### src/rtl/vga_mixer_timing_gen.sv
// vga_mixer_timing_gen
//   VGA timing generator with an N-layer priority pixel mixer and per-frame
//   pairwise layer collision detection. Timing, sync polarity, pixel-clock
//   divide, layer count and colour width are all parameters.
//
// Ports
//   clock, resetb     system clock, asynchronous active-low reset
//   enable            run; low = synchronous hold at the origin
//   pix_ce            pixel tick strobe (one clock per pixel)
//   px_x, px_y        counter coordinates, valid while pix_ce is high
//   px_active         counters inside the active area (undelayed)
//   layer_opaque      per-layer opaque flags, LAYER_LAT ticks after px_x/px_y
//   layer_rgb         layer i colour at [i*RGB_W +: RGB_W]
//   vga_hs, vga_vs    sync outputs, asserted level HS_POL / VS_POL
//   vga_de            delayed data enable
//   vga_rgb           mixed pixel colour
//   frame_start       high for the tick that carries delayed pixel (0,0)
//   collision_bits    layer pairs that overlapped in the last completed frame
//   collision_valid   one-clock pulse when collision_bits updates
//
// Handshake: there is none; layer sources must answer px_x/px_y exactly
// LAYER_LAT pixel ticks later, and every VGA output is aligned to that.
module vga_mixer_timing_gen #(
    parameter int H_ACTIVE  = 640,
    parameter int H_FP      = 16,
    parameter int H_SYNC    = 96,
    parameter int H_BP      = 48,
    parameter int V_ACTIVE  = 480,
    parameter int V_FP      = 10,
    parameter int V_SYNC    = 2,
    parameter int V_BP      = 33,
    parameter bit HS_POL    = 1'b0,
    parameter bit VS_POL    = 1'b0,
    parameter int CLK_DIV   = 1,
    parameter int N_LAYERS  = 4,
    parameter int RGB_W     = 12,
    parameter int LAYER_LAT = 2,
    parameter logic [RGB_W-1:0] BG_COLOR = 12'hF00,
    localparam int NPAIRS   = N_LAYERS * (N_LAYERS - 1) / 2
) (
    input  logic                      clock,
    input  logic                      resetb,
    input  logic                      enable,
    output logic                      pix_ce,
    output logic [10:0]               px_x,
    output logic [10:0]               px_y,
    output logic                      px_active,
    input  logic [N_LAYERS-1:0]       layer_opaque,
    input  logic [N_LAYERS*RGB_W-1:0] layer_rgb,
    output logic                      vga_hs,
    output logic                      vga_vs,
    output logic                      vga_de,
    output logic [RGB_W-1:0]          vga_rgb,
    output logic                      frame_start,
    output logic [NPAIRS-1:0]         collision_bits,
    output logic                      collision_valid
);

    localparam int H_TOTAL = H_ACTIVE + H_FP + H_SYNC + H_BP;
    localparam int V_TOTAL = V_ACTIVE + V_FP + V_SYNC + V_BP;
    localparam int DIV_W   = (CLK_DIV > 1) ? $clog2(CLK_DIV) : 1;
    localparam int PIPE    = LAYER_LAT + 1;

    localparam logic [DIV_W-1:0] DIV_LAST = DIV_W'(CLK_DIV - 1);
    localparam logic [10:0] H_LAST   = 11'(H_TOTAL - 1);
    localparam logic [10:0] V_LAST   = 11'(V_TOTAL - 1);
    localparam logic [10:0] H_ACT    = 11'(H_ACTIVE);
    localparam logic [10:0] V_ACT    = 11'(V_ACTIVE);
    localparam logic [10:0] HS_START = 11'(H_ACTIVE + H_FP);
    localparam logic [10:0] HS_END   = 11'(H_ACTIVE + H_FP + H_SYNC);
    localparam logic [10:0] VS_START = 11'(V_ACTIVE + V_FP);
    localparam logic [10:0] VS_END   = 11'(V_ACTIVE + V_FP + V_SYNC);

    if (H_TOTAL > 2048 || V_TOTAL > 2048) begin : g_bad_total
        $error("vga_mixer_timing_gen: H_TOTAL/V_TOTAL exceed 11-bit counters");
    end
    if (CLK_DIV < 1 || N_LAYERS < 2 || N_LAYERS > 8 || LAYER_LAT < 0) begin : g_bad_cfg
        $error("vga_mixer_timing_gen: illegal CLK_DIV/N_LAYERS/LAYER_LAT");
    end

    logic [DIV_W-1:0]  div;
    logic [10:0]       h, v;
    logic [NPAIRS-1:0] accum;

    // Delay lines hold sync/enable in asserted-high form; polarity is applied
    // only at the pins so an all-zero pipeline is the idle state.
    logic [PIPE-1:0] hs_p, vs_p, de_p, va_p, fs_p;
    // Chain element k = value k ticks ago (element 0 = undelayed counters).
    logic [PIPE:0]   hs_c, vs_c, de_c, va_c, fs_c;

    logic              hs_raw, vs_raw, va_raw, fs_raw;
    logic [RGB_W-1:0]  mix_rgb;
    logic [NPAIRS-1:0] pair_hits;
    logic              va_fall;

    assign px_x      = h;
    assign px_y      = v;
    assign va_raw    = (v < V_ACT);
    assign px_active = (h < H_ACT) && va_raw;
    assign hs_raw    = (h >= HS_START) && (h < HS_END);
    assign vs_raw    = (v >= VS_START) && (v < VS_END);
    assign fs_raw    = (h == 11'd0) && (v == 11'd0);

    assign hs_c = {hs_p, hs_raw};
    assign vs_c = {vs_p, vs_raw};
    assign de_c = {de_p, px_active};
    assign va_c = {va_p, va_raw};
    assign fs_c = {fs_p, fs_raw};

    // Element LAYER_LAT is the pixel the layer inputs currently describe;
    // vertical-active falls when the first line past the active area arrives.
    assign va_fall = va_c[LAYER_LAT+1] && !va_c[LAYER_LAT];

    // Lowest index wins: scan from the top so lower layers overwrite.
    always_comb begin
        mix_rgb = BG_COLOR;
        for (int i = N_LAYERS - 1; i >= 0; i--) begin
            if (layer_opaque[i]) mix_rgb = layer_rgb[i*RGB_W +: RGB_W];
        end
    end

    // Pair (i,j), i<j, sits at bit i*N - i*(i+1)/2 + (j-i-1).
    always_comb begin
        pair_hits = '0;
        for (int i = 0; i < N_LAYERS - 1; i++) begin
            for (int j = i + 1; j < N_LAYERS; j++) begin
                pair_hits[i*N_LAYERS - i*(i+1)/2 + (j-i-1)] = layer_opaque[i] & layer_opaque[j];
            end
        end
    end

    always_ff @(posedge clock or negedge resetb) begin
        if (!resetb) begin
            div             <= '0;
            pix_ce          <= 1'b0;
            h               <= '0;
            v               <= '0;
            hs_p            <= '0;
            vs_p            <= '0;
            de_p            <= '0;
            va_p            <= '0;
            fs_p            <= '0;
            vga_rgb         <= '0;
            accum           <= '0;
            collision_bits  <= '0;
            collision_valid <= 1'b0;
        end else if (!enable) begin
            // Hold at the origin; the last collision report stays visible.
            div             <= '0;
            pix_ce          <= 1'b0;
            h               <= '0;
            v               <= '0;
            hs_p            <= '0;
            vs_p            <= '0;
            de_p            <= '0;
            va_p            <= '0;
            fs_p            <= '0;
            vga_rgb         <= '0;
            accum           <= '0;
            collision_valid <= 1'b0;
        end else begin
            collision_valid <= 1'b0;
            if (div == DIV_LAST) begin
                div    <= '0;
                pix_ce <= 1'b1;
            end else begin
                div    <= div + 1'b1;
                pix_ce <= 1'b0;
            end

            if (pix_ce) begin
                if (h == H_LAST) begin
                    h <= '0;
                    v <= (v == V_LAST) ? 11'd0 : v + 11'd1;
                end else begin
                    h <= h + 11'd1;
                end

                hs_p <= hs_c[PIPE-1:0];
                vs_p <= vs_c[PIPE-1:0];
                de_p <= de_c[PIPE-1:0];
                va_p <= va_c[PIPE-1:0];
                fs_p <= fs_c[PIPE-1:0];

                vga_rgb <= de_c[LAYER_LAT] ? mix_rgb : '0;

                // Report and clear take priority over accumulating this tick.
                if (va_fall) begin
                    collision_bits  <= accum;
                    collision_valid <= 1'b1;
                    accum           <= '0;
                end else if (de_c[LAYER_LAT]) begin
                    accum <= accum | pair_hits;
                end
            end
        end
    end

    assign vga_hs      = hs_p[PIPE-1] ? HS_POL : ~HS_POL;
    assign vga_vs      = vs_p[PIPE-1] ? VS_POL : ~VS_POL;
    assign vga_de      = de_p[PIPE-1];
    assign frame_start = fs_p[PIPE-1];

endmodule

### config.mk
export PLATFORM = sky130hd
export DESIGN_NAME = vga_mixer_timing_gen
export DESIGN_NICKNAME = d
export VERILOG_FILES = /design/src/rtl/vga_mixer_timing_gen.sv
export SDC_FILE = /design/constraint.sdc
export NUM_CORES = 1
export LEC_CHECK = 0
export ABC_AREA = 1
export BUFFER_PORTS_ARGS = -buffer_cell sky130_fd_sc_hd__buf_2
export CAP_MARGIN = 20
export CORE_MARGIN = 10
export CORE_UTILIZATION = 40
export CTS_BUF_LIST = sky130_fd_sc_hd__clkbuf_16
export CTS_CLUSTER_SIZE = 12
export DETAILED_ROUTE_END_ITERATION = 8
export PLACE_DENSITY = 0.75
export SYNTH_ARGS = -nofsm -noshare
export SYNTH_HDL_FRONTEND = slang
export SYNTH_SLANG_ARGS = --single-unit
### constraint.sdc
create_clock -name clock -period 1.3 [get_ports clock]
set_input_delay 0.13 -clock clock [delete_from_list [all_inputs] [get_ports clock]]
set_output_delay 0.13 -clock clock [all_outputs]
set_load 0.1 [all_outputs]
# --- Yosys cells after proc, flatten, opt, wreduce, memory -nomap -nowiden ---
# Index checks and enable logic that the tools add are counted.
classes:
  add_sub_neg: 3
  n_mul: 0
  div_mod_pow: 0
  n_lt_le_gt_ge: 6
  n_eq_ne: 5
  shift: 0
  n_mux: 37
  bitwise: 7
  n_reduce_logical: 11
ops:
  columns: ["cell", "count"]
  rows:
  - ["$mux W12", 7]
  - ["$mux W11", 7]
  - ["$mux W3", 10]
  - ["$mux W6", 4]
  - ["$add A11 B1 Y11 const B", 2]
  - ["$eq A11 B10 Y1 const B", 2]
  - ["$logic_not A11 Y1", 2]
  - ["$lt A11 B10 Y1 const B", 2]
  - ["$lt A11 B9 Y1 const B", 2]
  - ["$ge A11 B10 Y1 const B", 1]
  - ["$ge A11 B9 Y1 const B", 1]
  - ["$mux W1", 9]
  - ["$and A1 B1 Y1", 6]
  - ["$or A6 B6 Y6", 1]
  - ["$logic_and A1 B1 Y1", 5]
  - ["$ne A2 B1 Y1 const B", 2]
  - ["$reduce_and A2 Y1", 2]
  - ["$ne A3 B1 Y1 const B", 1]
  - ["$reduce_and A3 Y1", 1]
  - ["$add A1 B1 Y1 const B", 1]
  - ["$logic_not A1 Y1", 1]
totals:
  reg_bits: 64
  latch_bits: 0
  ramBits: 0
  rom_bits: 0
  input_bits: 55
  out_inout_bits: 47
  n_memories: 0

# --- Depth between registers and ports, before layout ---
depth:
  word_depth: 7
  ltp_mapped: 9
  depth_no_buf: 9

# --- Worst setup path after synthesis ---
# OpenSTA, ideal clock, no wires.
synth_timing:
  path_type: "register to register"
  from: "reg h[1], in the netlist px_x[1]"
  to: "reg v[8], in the netlist px_y[8]"
  setup_ns: 0.121
  t_arrival_ns: 2.098
  t_required_ns: 1.179
  path_slack_ns: -0.919
  stages_incl_launch_ff: 8
  path_buffers: 1
  path_cell_list: "dfrtp_1 ha_1 nand2_1 nor2_4 nand4_4 buf_2 nand3_1 nand2_1"
synth_via:
  elab_chain_len: 3
synth_lines:
  columns: ["item", "line_no", "rtl"]
  rows:
  - ["start, declared", "82", "logic [10:0] h, v;"]
  - ["start signal, assigned", "176", "h <= h + 11'd1;"]
  - ["$eq A11 B10 Y1", "172", "if (h == H_LAST) begin"]
  - ["$ne A2 B1 Y1 (no line)", null, null]
  - ["$reduce_and A2 Y1 (no line)", null, null]
  - ["end signal, assigned", "174", "v <= (v == V_LAST) ? 11'd0 : v + 11'd1;"]
  - ["end, declared", "82", null]
# Every way passes these cells.
# A chain may end at the register's enable or synchronous reset.

# --- Worst setup path in the final report ---
layout_timing:
  from: "reg v[10], in the netlist px_y[10]"
  to: "out px_active"
layout_via:
  elab_chain_len: 2
layout_lines:
  columns: ["item", "line_no", "rtl"]
  rows:
  - ["$lt A11 B9 Y1", "98", "assign va_raw = (v < V_ACT);"]
  - ["$logic_and A1 B1 Y1", "99", "assign px_active = (h < H_ACT) && va_raw;"]
  - ["end, declared", "47", "output logic px_active,"]
# Every way passes these cells.

==> results.ini <==
[synth]
synthAdderAreaFrac_pct = 1.40
synthSimpleGateAreaFrac_pct = 35.6
ys_ff_latch = 63
postSynthAreaPerCell_sq_um = 7.00
netlist_instances = 511
yosys.area_share.xor_xnor_pct = 0.735
synthMuxAreaShare_pct = 0
yosys_warnings = 0
ys_types = 26
synth_top_family_by_area = simple AND/OR/NAND/NOR gates
syn_nets = 570
yosysSeqAreaShare_pct = 44.1
syn_area_sq_um = 3580
synth_compound_area_share_pct = 9.97

[placed_design]
pre_cts_ws_ns = -0.164
dp_hpwl_um = 8610
place_area_sq_um = 5110
io_buffers = 101
globalplace.congestion = 0.888

[setup_path]
ff2ff_path_depth = 7
critPathLaunchType = flip-flop
cp-end-kind = output pin
cp.required_ns = 1.17
critPathKind = reg -> out
crit_fanout = 2
crit_arrival_ns = 1.48

[clock_tree]
cts_inserted_buffers = 9
htree_levels = 3
clk_pin_slew_ns = 0.06
ctsLongestPathBuffers = 2
cts_sinks = 63
cts_tree = built
clockRootBuffer = clkbuf_16
insertion_delay_ns = 0.34

[floorplanning]
num_rows = 34
core_area_sq_um = 8720
ioPinCount = 102
start_util_pct = 41.0
die_w_um = 115
die_area_sq_um = 13100
die_h_um = 115

[global_routing]
grt_max_degree = 30
antenna_found_initial = 0
track_usage_pct = 18.9
grt_pass1_vias = 4263
grt_remaining_overflow = 0
grt_pass1_wl_um = 20200

[sta]
maxSlewViolCount = 0
fin_crit_sh_pct = 124
timing.final.crit_period_ns = 1.61
fin_ws_ns = -0.309
rsz0062_at_grt = yes
worst_pin_slew_ns = 0.504
hold_ws_ns = 0.0791
slew_headroom_pct = 66.7
setup_violations = 28
fmax_ghz = 0.622
finalHoldViolCount = 0
finClkSkew_ns = 0.00636

[pwr]
vdd_drop_max_uv = 617
power.total_mw = 5.85
p_per_area_nw_per_um2 = 963
p_leak_nw = 3.06

[finish]
final_cell_mix = nand2_1, buf_2, buf_4, inv_1, nor2_1
fillers = 609
syn_to_final_growth_pct = 69.9
num_antenna_cells = 0
design_area_sq_um = 6080
fin_nets = 745
final_common_cell = nand2_1
layout-drive-gt1-share_pct = 44.7

[hold_path]
worstHoldPathCells = 1
holdCritPathClass = in -> reg

[detailed_routing]
vias_per_cell = 5.32
vias = 4251
first_iter_violations = 311
drt_wl_total_um = 13400
drc_errors = 0
avgRoutedWirePerCell_um = 16.8
first_pass_iters = 6
drtAntennaViolNets = 0

[job]
cap_violations = 0

[run_status]
violations = negative setup slack
status = complete, but fails checks

where the power goes:
group	switching [mW]	leakage, nW	internal, mW
clock	0.901	0.177	2.06
combinational	0.556	2.06	0.272
sequential	0.0455	0.825	2.02
metal layers:
layer  wire length [um]  part of all wire (%)  track usage, %  vias up
met2               6420                    48            32.2      266
met1               5250                    39            20.8     1974
li1                   -                     -               -     1968
met5                  0                     0               0        -
met3               1350                    10            6.66       43
met4                399                   3.0            7.77        0
per-stage QoR:
stage,utilization [%],instances,TNS (ns)
after floorplan,-,511,-6.54
after global routing,69.7,799,-4.67
final,69.7,799,-3.50
after global placement,58.6,762,-1.42
after CTS,66.4,791,-2.01
after detailed placement,58.6,762,-2.63
sequential cells by signal, indices dropped and copies added, names as in the netlist:
register         cells
px_x                11
px_y                11
hs_p                 3
fs_p                 3
pix_ce               1
de_p                 3
va_p                 3
accum                6
collision_bits       6
vga_rgb             12
collision_valid      1
vs_p                 3
cells in the mapped netlist (all sizes together):
cell    count  area, sq um
inv        56          210
clkbuf      7         26.3
a21oi      22          121
o21ai      35          179
nand4       6         52.6
xor2        2         17.5
ha          4         50.1
o22ai       8         50.1
a31oi       1         6.26
nor3        6         30.0
xnor2       1         8.76
buf        11         57.6
nand3      38          190
nand2     185          712
dfrtp      63         1580
nor2       66          288
layout make-up:
| cell class | count | area (sq um) | share of cell area (%) |
|---|---|---|---|
| multi-input cells | 376 | 2130 | 35.1 |
| clock buffers | 9 | 225 | 3.71 |
| clock inverters | 7 | 136 | 2.24 |
| flip-flops and latches | 63 | 1640 | 27.0 |
| inverters | 56 | 229 | 3.77 |
| well taps | 108 | 135 | 2.22 |
| repair buffers | 180 | 1580 | 26.0 |
path summary, 6_finish.rpt:
path / from / end / slack (ns)
hold / removal: enable / pix_ce / 0.08
setup / recovery: px_y[10] / px_active / -0.31
min in group asynchronous: resetb / px_x[1] / 0.23
hold reg to reg: collision_bits[4] / collision_bits[4] / 0.47
max in group asynchronous: resetb / px_y[5] / 0.57
setup reg to reg: px_x[0] / px_y[5] / -0.20
logic make-up after synthesis:
kind of cell	Yosys count
compound gates	66
fa+ha+maj	4
flops	63
simple gates	301
xor+xnor	3
buf+inv	74
worst max-delay path, cell delays in order (launching register included):
cell and delay, ns:
dfrtp_4 0.50, inv_4 0.08, nand2_4 0.06, nor2_4 0.14, nand3_4 0.10, clkinvlp_4 0.10, buf_12 0.17
what timing repair did:
action,in CTS,in global routing
gates cloned,2,0
endpoints found under the setup margin,29,45
buffers inserted,10,9
pin swaps,24,27
gates resized for setup,62,56
hold buffers,1,0
endpoints found under the hold margin,37,0
Note: power is estimated with default switching activity, not from simulation.
